### config.mk
export PLATFORM = sky130hd
export DESIGN_NAME = pipeline_fetch_ctrl
export DESIGN_NICKNAME = d
export VERILOG_FILES = /design/src/rtl/pipeline_fetch_pkg.sv /design/src/rtl/pipeline_fetch_fifo.sv /design/src/rtl/pipeline_fetch_ctrl.sv
export SDC_FILE = /design/constraint.sdc
export NUM_CORES = 1
export LEC_CHECK = 0
export ABC_AREA = 1
export CAP_MARGIN = 20
export CORE_MARGIN = 2
export CORE_UTILIZATION = 58
export DETAILED_ROUTE_END_ITERATION = 8
export DONT_BUFFER_PORTS = 1
export GPL_TIMING_DRIVEN = 0
export PLACE_DENSITY = 0.76
export SETUP_SLACK_MARGIN = 0.02
export SYNTH_ARGS = -nofsm -noshare
export SYNTH_HDL_FRONTEND = slang
export SYNTH_SLANG_ARGS = --single-unit
### constraint.sdc
create_clock -name clk -period 5.85 [get_ports clk]
set_input_delay 0 -clock clk [delete_from_list [all_inputs] [get_ports clk]]
set_output_delay 0 -clock clk [all_outputs]
set_load 0.005 [all_outputs]
### src/rtl/pipeline_fetch_pkg.sv
`default_nettype none
// ============================================================================
//  Module   : pipeline_fetch_pkg
//  Brief    : Shared types and widths for the instruction-fetch sequencer.
//  Revision : 1.0  initial release
// ============================================================================
package pipeline_fetch_pkg;

    // Sequencer states: one boot cycle, normal fetching, and halted.
    typedef enum logic [1:0] {
        ST_BOOT = 2'd0,
        ST_RUN  = 2'd1,
        ST_HALT = 2'd2
    } fetch_state_t;

    // Word delivered for ROM indices beyond the populated region.
    localparam logic [31:0] NOP_INSTR = 32'h0000_0000;

    // Prefetch FIFO entry layout: {pc, instr}.
    localparam int ENTRY_PC_W    = 32;
    localparam int ENTRY_INSTR_W = 32;
    localparam int ENTRY_W       = ENTRY_PC_W + ENTRY_INSTR_W;

    typedef struct packed {
        logic [ENTRY_PC_W-1:0]    pc;
        logic [ENTRY_INSTR_W-1:0] instr;
    } fetch_entry_t;

endpackage
`default_nettype wire

### src/rtl/pipeline_fetch_fifo.sv
`default_nettype none
// ============================================================================
//  Module   : pipeline_fetch_fifo
//  Brief    : Small synchronous FIFO with push/pop/flush and occupancy count.
//             Head data is visible combinationally; flush dominates push.
//             Push while full is accepted when a pop happens in the same cycle.
//  Revision : 1.0  initial release
// ============================================================================
module pipeline_fetch_fifo #(
    parameter  int DEPTH = 2,
    parameter  int WIDTH = 64,
    localparam int PTR_W = $clog2(DEPTH),
    localparam int CNT_W = PTR_W + 1
) (
    input  logic             clk,
    input  logic             rst,
    input  logic             i_push,
    input  logic             i_pop,
    input  logic             i_flush,
    input  logic [WIDTH-1:0] i_wdata,
    output logic [WIDTH-1:0] o_rdata,
    output logic [CNT_W-1:0] o_count
);

    logic [WIDTH-1:0] r_mem [DEPTH];
    logic [PTR_W-1:0] r_wr_ptr;
    logic [PTR_W-1:0] r_rd_ptr;
    logic [CNT_W-1:0] r_count;
    logic             w_do_push;
    logic             w_do_pop;

    assign w_do_pop  = i_pop && (r_count != '0);
    assign w_do_push = i_push && ((r_count != CNT_W'(DEPTH)) || w_do_pop);

    // Pointer and occupancy tracking; power-of-two depth lets pointers wrap freely.
    always_ff @(posedge clk) begin
        if (rst || i_flush) begin
            r_wr_ptr <= '0;
            r_rd_ptr <= '0;
            r_count  <= '0;
        end else begin
            if (w_do_push) r_wr_ptr <= r_wr_ptr + PTR_W'(1);
            if (w_do_pop)  r_rd_ptr <= r_rd_ptr + PTR_W'(1);
            case ({w_do_push, w_do_pop})
                2'b10:   r_count <= r_count + CNT_W'(1);
                2'b01:   r_count <= r_count - CNT_W'(1);
                default: r_count <= r_count;
            endcase
        end
    end

    // Storage write; when full, the slot written is the one being popped this cycle.
    always_ff @(posedge clk) begin
        if (w_do_push && !i_flush && !rst) begin
            r_mem[r_wr_ptr] <= i_wdata;
        end
    end

    assign o_rdata = r_mem[r_rd_ptr];
    assign o_count = r_count;

endmodule
`default_nettype wire

### src/rtl/pipeline_fetch_ctrl.sv
`default_nettype none
// ============================================================================
//  Module   : pipeline_fetch_ctrl
//  Brief    : Instruction-fetch sequencer: owns the fetch PC, drives the ROM,
//             buffers words in a prefetch FIFO and hands them to IF/ID with a
//             valid/ready handshake. Handles redirects and halt/drain.
//             Optional macro FETCH_PERF_EN enables the perf counters.
//  Revision : 1.0  initial release
// ============================================================================
module pipeline_fetch_ctrl
    import pipeline_fetch_pkg::*;
#(
    parameter int          ROM_AW     = 7,
    parameter int          ROM_WORDS  = 128,
    parameter int          FIFO_DEPTH = 2,
    parameter logic [31:0] RESET_PC   = 32'h8000_0000
) (
    input  logic              clk,
    input  logic              reset,
    output logic [ROM_AW-1:0] rom_addr,
    output logic              rom_en,
    input  logic [31:0]       rom_instr,
    input  logic              redirect_vld,
    input  logic [31:0]       redirect_pc,
    input  logic              halt_req,
    input  logic              id_ready,
    output logic              if_valid,
    output logic [31:0]       if_instr,
    output logic [31:0]       if_pc,
    output logic              halted,
    output logic              addr_err,
    output logic [31:0]       perf_fetch,
    output logic [31:0]       perf_stall,
    output logic [31:0]       perf_flush
);

    localparam int CNT_W = $clog2(FIFO_DEPTH) + 1;

    fetch_state_t     r_state;
    fetch_state_t     w_state_nxt;
    logic [31:0]      r_pc;
    logic             r_addr_err;
    logic             w_fetch;
    logic             w_pop;
    logic             w_fifo_valid;
    logic             w_full;
    logic             w_in_rom;
    logic [CNT_W-1:0] w_count;
    logic [ROM_AW-1:0] w_rom_idx;
    fetch_entry_t     w_push_entry;
    fetch_entry_t     w_head;

    assign w_rom_idx    = r_pc[ROM_AW+1:2];
    assign w_in_rom     = int'(w_rom_idx) < ROM_WORDS;
    assign w_fifo_valid = (w_count != '0);
    assign w_full       = (w_count == CNT_W'(FIFO_DEPTH));
    assign w_pop        = w_fifo_valid && id_ready;

    assign w_push_entry.pc    = r_pc;
    assign w_push_entry.instr = w_in_rom ? rom_instr : NOP_INSTR;

    // Sequencer state register.
    always_ff @(posedge clk) begin
        if (reset) r_state <= ST_BOOT;
        else       r_state <= w_state_nxt;
    end

    // Next state and fetch decision; a redirect never fetches and pins HALT.
    always_comb begin
        w_state_nxt = r_state;
        w_fetch     = 1'b0;
        case (r_state)
            ST_BOOT: w_state_nxt = ST_RUN;
            ST_RUN: begin
                w_fetch = !redirect_vld && (!w_full || w_pop);
                if (halt_req) w_state_nxt = ST_HALT;
            end
            ST_HALT: begin
                if (!halt_req && !redirect_vld) w_state_nxt = ST_RUN;
            end
            default: w_state_nxt = ST_BOOT;
        endcase
        if (redirect_vld && halt_req) w_state_nxt = ST_HALT;
    end

    // Fetch PC: redirect loads an aligned target; fetch advances, keeping bit 31.
    always_ff @(posedge clk) begin
        if (reset) begin
            r_pc       <= RESET_PC;
            r_addr_err <= 1'b0;
        end else begin
            r_addr_err <= redirect_vld && (redirect_pc[1:0] != 2'b00);
            if (redirect_vld) r_pc <= {redirect_pc[31:2], 2'b00};
            else if (w_fetch) r_pc <= {r_pc[31], r_pc[30:0] + 31'd4};
        end
    end

    pipeline_fetch_fifo #(
        .DEPTH (FIFO_DEPTH),
        .WIDTH (ENTRY_W)
    ) u_fifo (
        .clk     (clk),
        .rst     (reset),
        .i_push  (w_fetch),
        .i_pop   (w_pop),
        .i_flush (redirect_vld),
        .i_wdata (w_push_entry),
        .o_rdata (w_head),
        .o_count (w_count)
    );

    assign rom_addr = w_rom_idx;
    assign rom_en   = w_fetch;
    assign if_valid = w_fifo_valid;
    assign if_instr = w_fifo_valid ? w_head.instr : 32'h0;
    assign if_pc    = w_fifo_valid ? w_head.pc    : 32'h0;
    assign halted   = (r_state == ST_HALT) && !w_fifo_valid;
    assign addr_err = r_addr_err;

`ifdef FETCH_PERF_EN
    logic [31:0] r_perf_fetch;
    logic [31:0] r_perf_stall;
    logic [31:0] r_perf_flush;

    // Event counters: fetches, full-and-blocked RUN cycles, redirects.
    always_ff @(posedge clk) begin
        if (reset) begin
            r_perf_fetch <= 32'd0;
            r_perf_stall <= 32'd0;
            r_perf_flush <= 32'd0;
        end else begin
            if (w_fetch) r_perf_fetch <= r_perf_fetch + 32'd1;
            if ((r_state == ST_RUN) && w_full && !w_pop) r_perf_stall <= r_perf_stall + 32'd1;
            if (redirect_vld) r_perf_flush <= r_perf_flush + 32'd1;
        end
    end

    assign perf_fetch = r_perf_fetch;
    assign perf_stall = r_perf_stall;
    assign perf_flush = r_perf_flush;
`else
    assign perf_fetch = 32'd0;
    assign perf_stall = 32'd0;
    assign perf_flush = 32'd0;
`endif

endmodule
`default_nettype wire

==> metrics.cfg <==
[outcome]
status = completed

[power_and_ir_drop]
cellPowerDensity_mw_per_mm2 = 252.8
ir_drop_uv = 194.5
leakage_nw = 4.108

[sta]
tightest_slew_ns = 0.9338
hold_viol = 0
finalCriticalPeriod_ns = 2.216
slew_viol_final = 0
timing.final.ws_setup_ns = 3.634
period_share = 0.3788
rsz0062_at_grt = no
setup_violations = 0
fmax_mhz = 451.3
maxSlewHeadroom = 0.3741
finClkSkew_ns = 0.01087

[critical_path]
crit_type = reg -> reg
cpMaxStageDelayCell = nor3_2
cp_common_cell = buf_6
worst-path-max-fanout = 13
crit_chain = inv_2 -> nand3_2 -> nand3_4 -> nor3_2 -> buf_6 -> buf_6
arrival_ns = 2.34
crit_end = u_fifo.r_mem[0][28]
worst_setup_path_startpoint = u_fifo.o_count[0]
rr_worst_depth = 6
r2r_end = u_fifo.r_mem[0][28]
cp-end-kind = register
start_kind = register
r2r_start = u_fifo.o_count[0]
slowest_delay_ns = 0.74
r2r_setup_slack_ns = 3.63
cp.required_ns = 5.98

[synthesis]
ys_seq_area_frac = 0.5611
synth.cell_area_mm2 = 0.007991
synth-seq-cells = 162
avgSynthCellArea_um2 = 9.446
synth_cell_types = 36
synth_flop_cell = edfxtp_1
synth-warning-count = 0
ys_async_sr_fraction = 0
synth_edf_count = 124
synth_cells = 846

[global_route]
grt_use_total = 0.2514
grt_max_degree = 17
first_global_vias = 5401
grt.overflow.total = 0
grt_antenna_before_repair = 0
grt_pass1_wl_um = 27700

[place]
finalWeightedCongestion = 0.9066
placedCellCount = 1129
pre_cts_slack_ns = 3.676
hpwl_um = 12720
io_buffers = 0

[routing]
vias_per_cell = 4.844
drc_errors = 0
first_iter_violations = 358
num_vias = 5978
ant_nets = 0
first_pass_iters = 4
routed_wl_um = 18270
wl_per_cell_um = 14.80

[final_layout]
final_cell_count_no_fill = 1234
layout.nets = 1116
fillCellCount = 961
syn_to_final_growth_pct = 24.75
n_antenna_cell = 0
drive_gt1_frac = 0.1749

[min_path]
holdPathStages = 3
hold_path.class = in -> reg

[die]
core-area_mm2 = 0.01335
io-pin-count = 240
fp-row-count = 42
die-area_mm2 = 0.01473
dieWidth_um = 121.4
dieHeight_um = 121.4
start_util = 0.5987

[clock_network]
numCtsBuffers = 17
cts_root_buffer = clkbuf_16
cts_num_sinks = 162
htreeDepth = 4
cts_tree = done
clock_path_buffers = 2
cts_resized = 0
path_clk_slew_ns = 0.07
clk_latency_ns = 0.42

[flow_run]
maxCapViolCount = 0

worst min-delay path by stage:
stage / from / to / slack (ns)
final: redirect_vld / r_pc[7] / 0.06
after global routing: redirect_vld / r_pc[7] / 0.07
after floorplan: rom_instr[0] / u_fifo.r_mem[0][0] / 0.1
after CTS: redirect_vld / r_pc[7] / 0.02
after detailed placement: rom_instr[7] / u_fifo.r_mem[1][7] / 0.1
after global placement: rom_instr[1] / u_fifo.r_mem[0][1] / 0.1
state kept, by name, indices dropped and copies added (netlist names), named ones only:
| signal | count |
|---|---|
| u_fifo.r_wr_ptr | 1 |
| addr_err | 1 |
| u_fifo.r_rd_ptr | 1 |
| u_fifo.o_count | 2 |
| r_state | 2 |
| r_pc | 30 |
| u_fifo.r_mem | 124 |
what timing repair did:
action	CTS	global route
endpoints found under the setup margin	0	0
setup buffers	0	0
hold buffers	73	0
endpoints found under the hold margin	102	0
cell usage in the layout, fill, tap and decap left out, types with 3 or more instances in the layout:
master / n
conb_1: 98
nand2_4: 3
dfxtp_1: 38
buf_4: 106
clkinvlp_4: 4
a21oi_1: 85
inv_2: 3
clkinv_1: 3
dlygate4sd3_1: 73
clkbuf_1: 24
nor2_4: 9
clkbuf_16: 17
nand2_2: 5
nand3_1: 30
buf_8: 3
nand3_2: 3
nor2_8: 3
o211ai_1: 4
nor2_1: 37
edfxtp_1: 124
nor2_2: 3
o21ai_1: 12
inv_1: 63
a21oi_2: 4
buf_6: 10
xnor2_1: 4
a31oi_1: 4
nand2_1: 242
inv_6: 5
o21ai_0: 19
routing by layer:
layer,vias up,share of wire,global-route usage
met2,231,0.53,0.4554
met3,41,0.066,0.05733
met4,0,0.035,0.1135
met5,-,0,0
li1,2988,-,-
met1,2718,0.37,0.2805
metrics by stage:
step / hold WS [ns] / power, mW / util / TNS, ns / cell area (um^2)
floorplan: 0.09887 / 1.467 / - / 0 / 8356
global placement: 0.09895 / 1.502 / 0.6425 / -195.35 / 8576
detailed placement: 0.09895 / 1.506 / 0.6522 / 0 / 8706
CTS: 0.01776 / 2.524 / 0.7469 / 0 / 9970
global route: 0.07299 / 2.609 / 0.7469 / 0 / 9970
finish: 0.06198 / 2.520 / 0.7469 / 0 / 9970
power by group:
part           internal, mW  switching [mW]  total [mW]
Combinational         0.116           0.123       0.239
Clock                 0.543           0.443       0.986
Sequential             1.27          0.0283        1.30
logic make-up (layout without fill, tap and decap cells):
logic type      Yosys count  count (layout)  synth area share
other cells               1              98         0.0004693
flops                   162             162            0.5611
xor+xnor                  6               6          0.006576
buf+inv                 200             315            0.1470
compound gates          132             132           0.08799
fa+ha+maj                 2               2          0.003131
simple gates            343             343            0.1937
final cells by class:
class / instances / area (um^2) / share of cell area
sequential: 162 / 4484 / 0.4498
multi-input combinational: 581 / 2706 / 0.2715
buffer: 134 / 927.1 / 0.09300
timing repair buffer: 83 / 850.8 / 0.08534
clock buffer: 17 / 425.4 / 0.04267
inverter: 66 / 247.7 / 0.02485
tap: 176 / 220.2 / 0.02209
clock inverter: 15 / 107.6 / 0.01079
Yosys cell counts (all sizes together), types with 4 or more instances:
cell    number  area [um^2]
inv         66        247.7
edfxtp     124         3724
o211ai       4        30.03
nand3       34        197.7
dfxtp       38        760.7
a21oi       89        460.4
o21ai       31        155.2
nor2        52        319.1
a31oi        4        25.02
buf        110        837.1
xnor2        4        35.03
clkbuf      24        90.09
nand2      251        993.4
critical path: cells and delay by family, from the launching register on:
family / cells / cell delay (ns)
flops: 1 / 0.42
simple gates: 3 / 0.97
buf+inv: 3 / 0.51
Note: power is estimated with default switching activity, not from simulation.
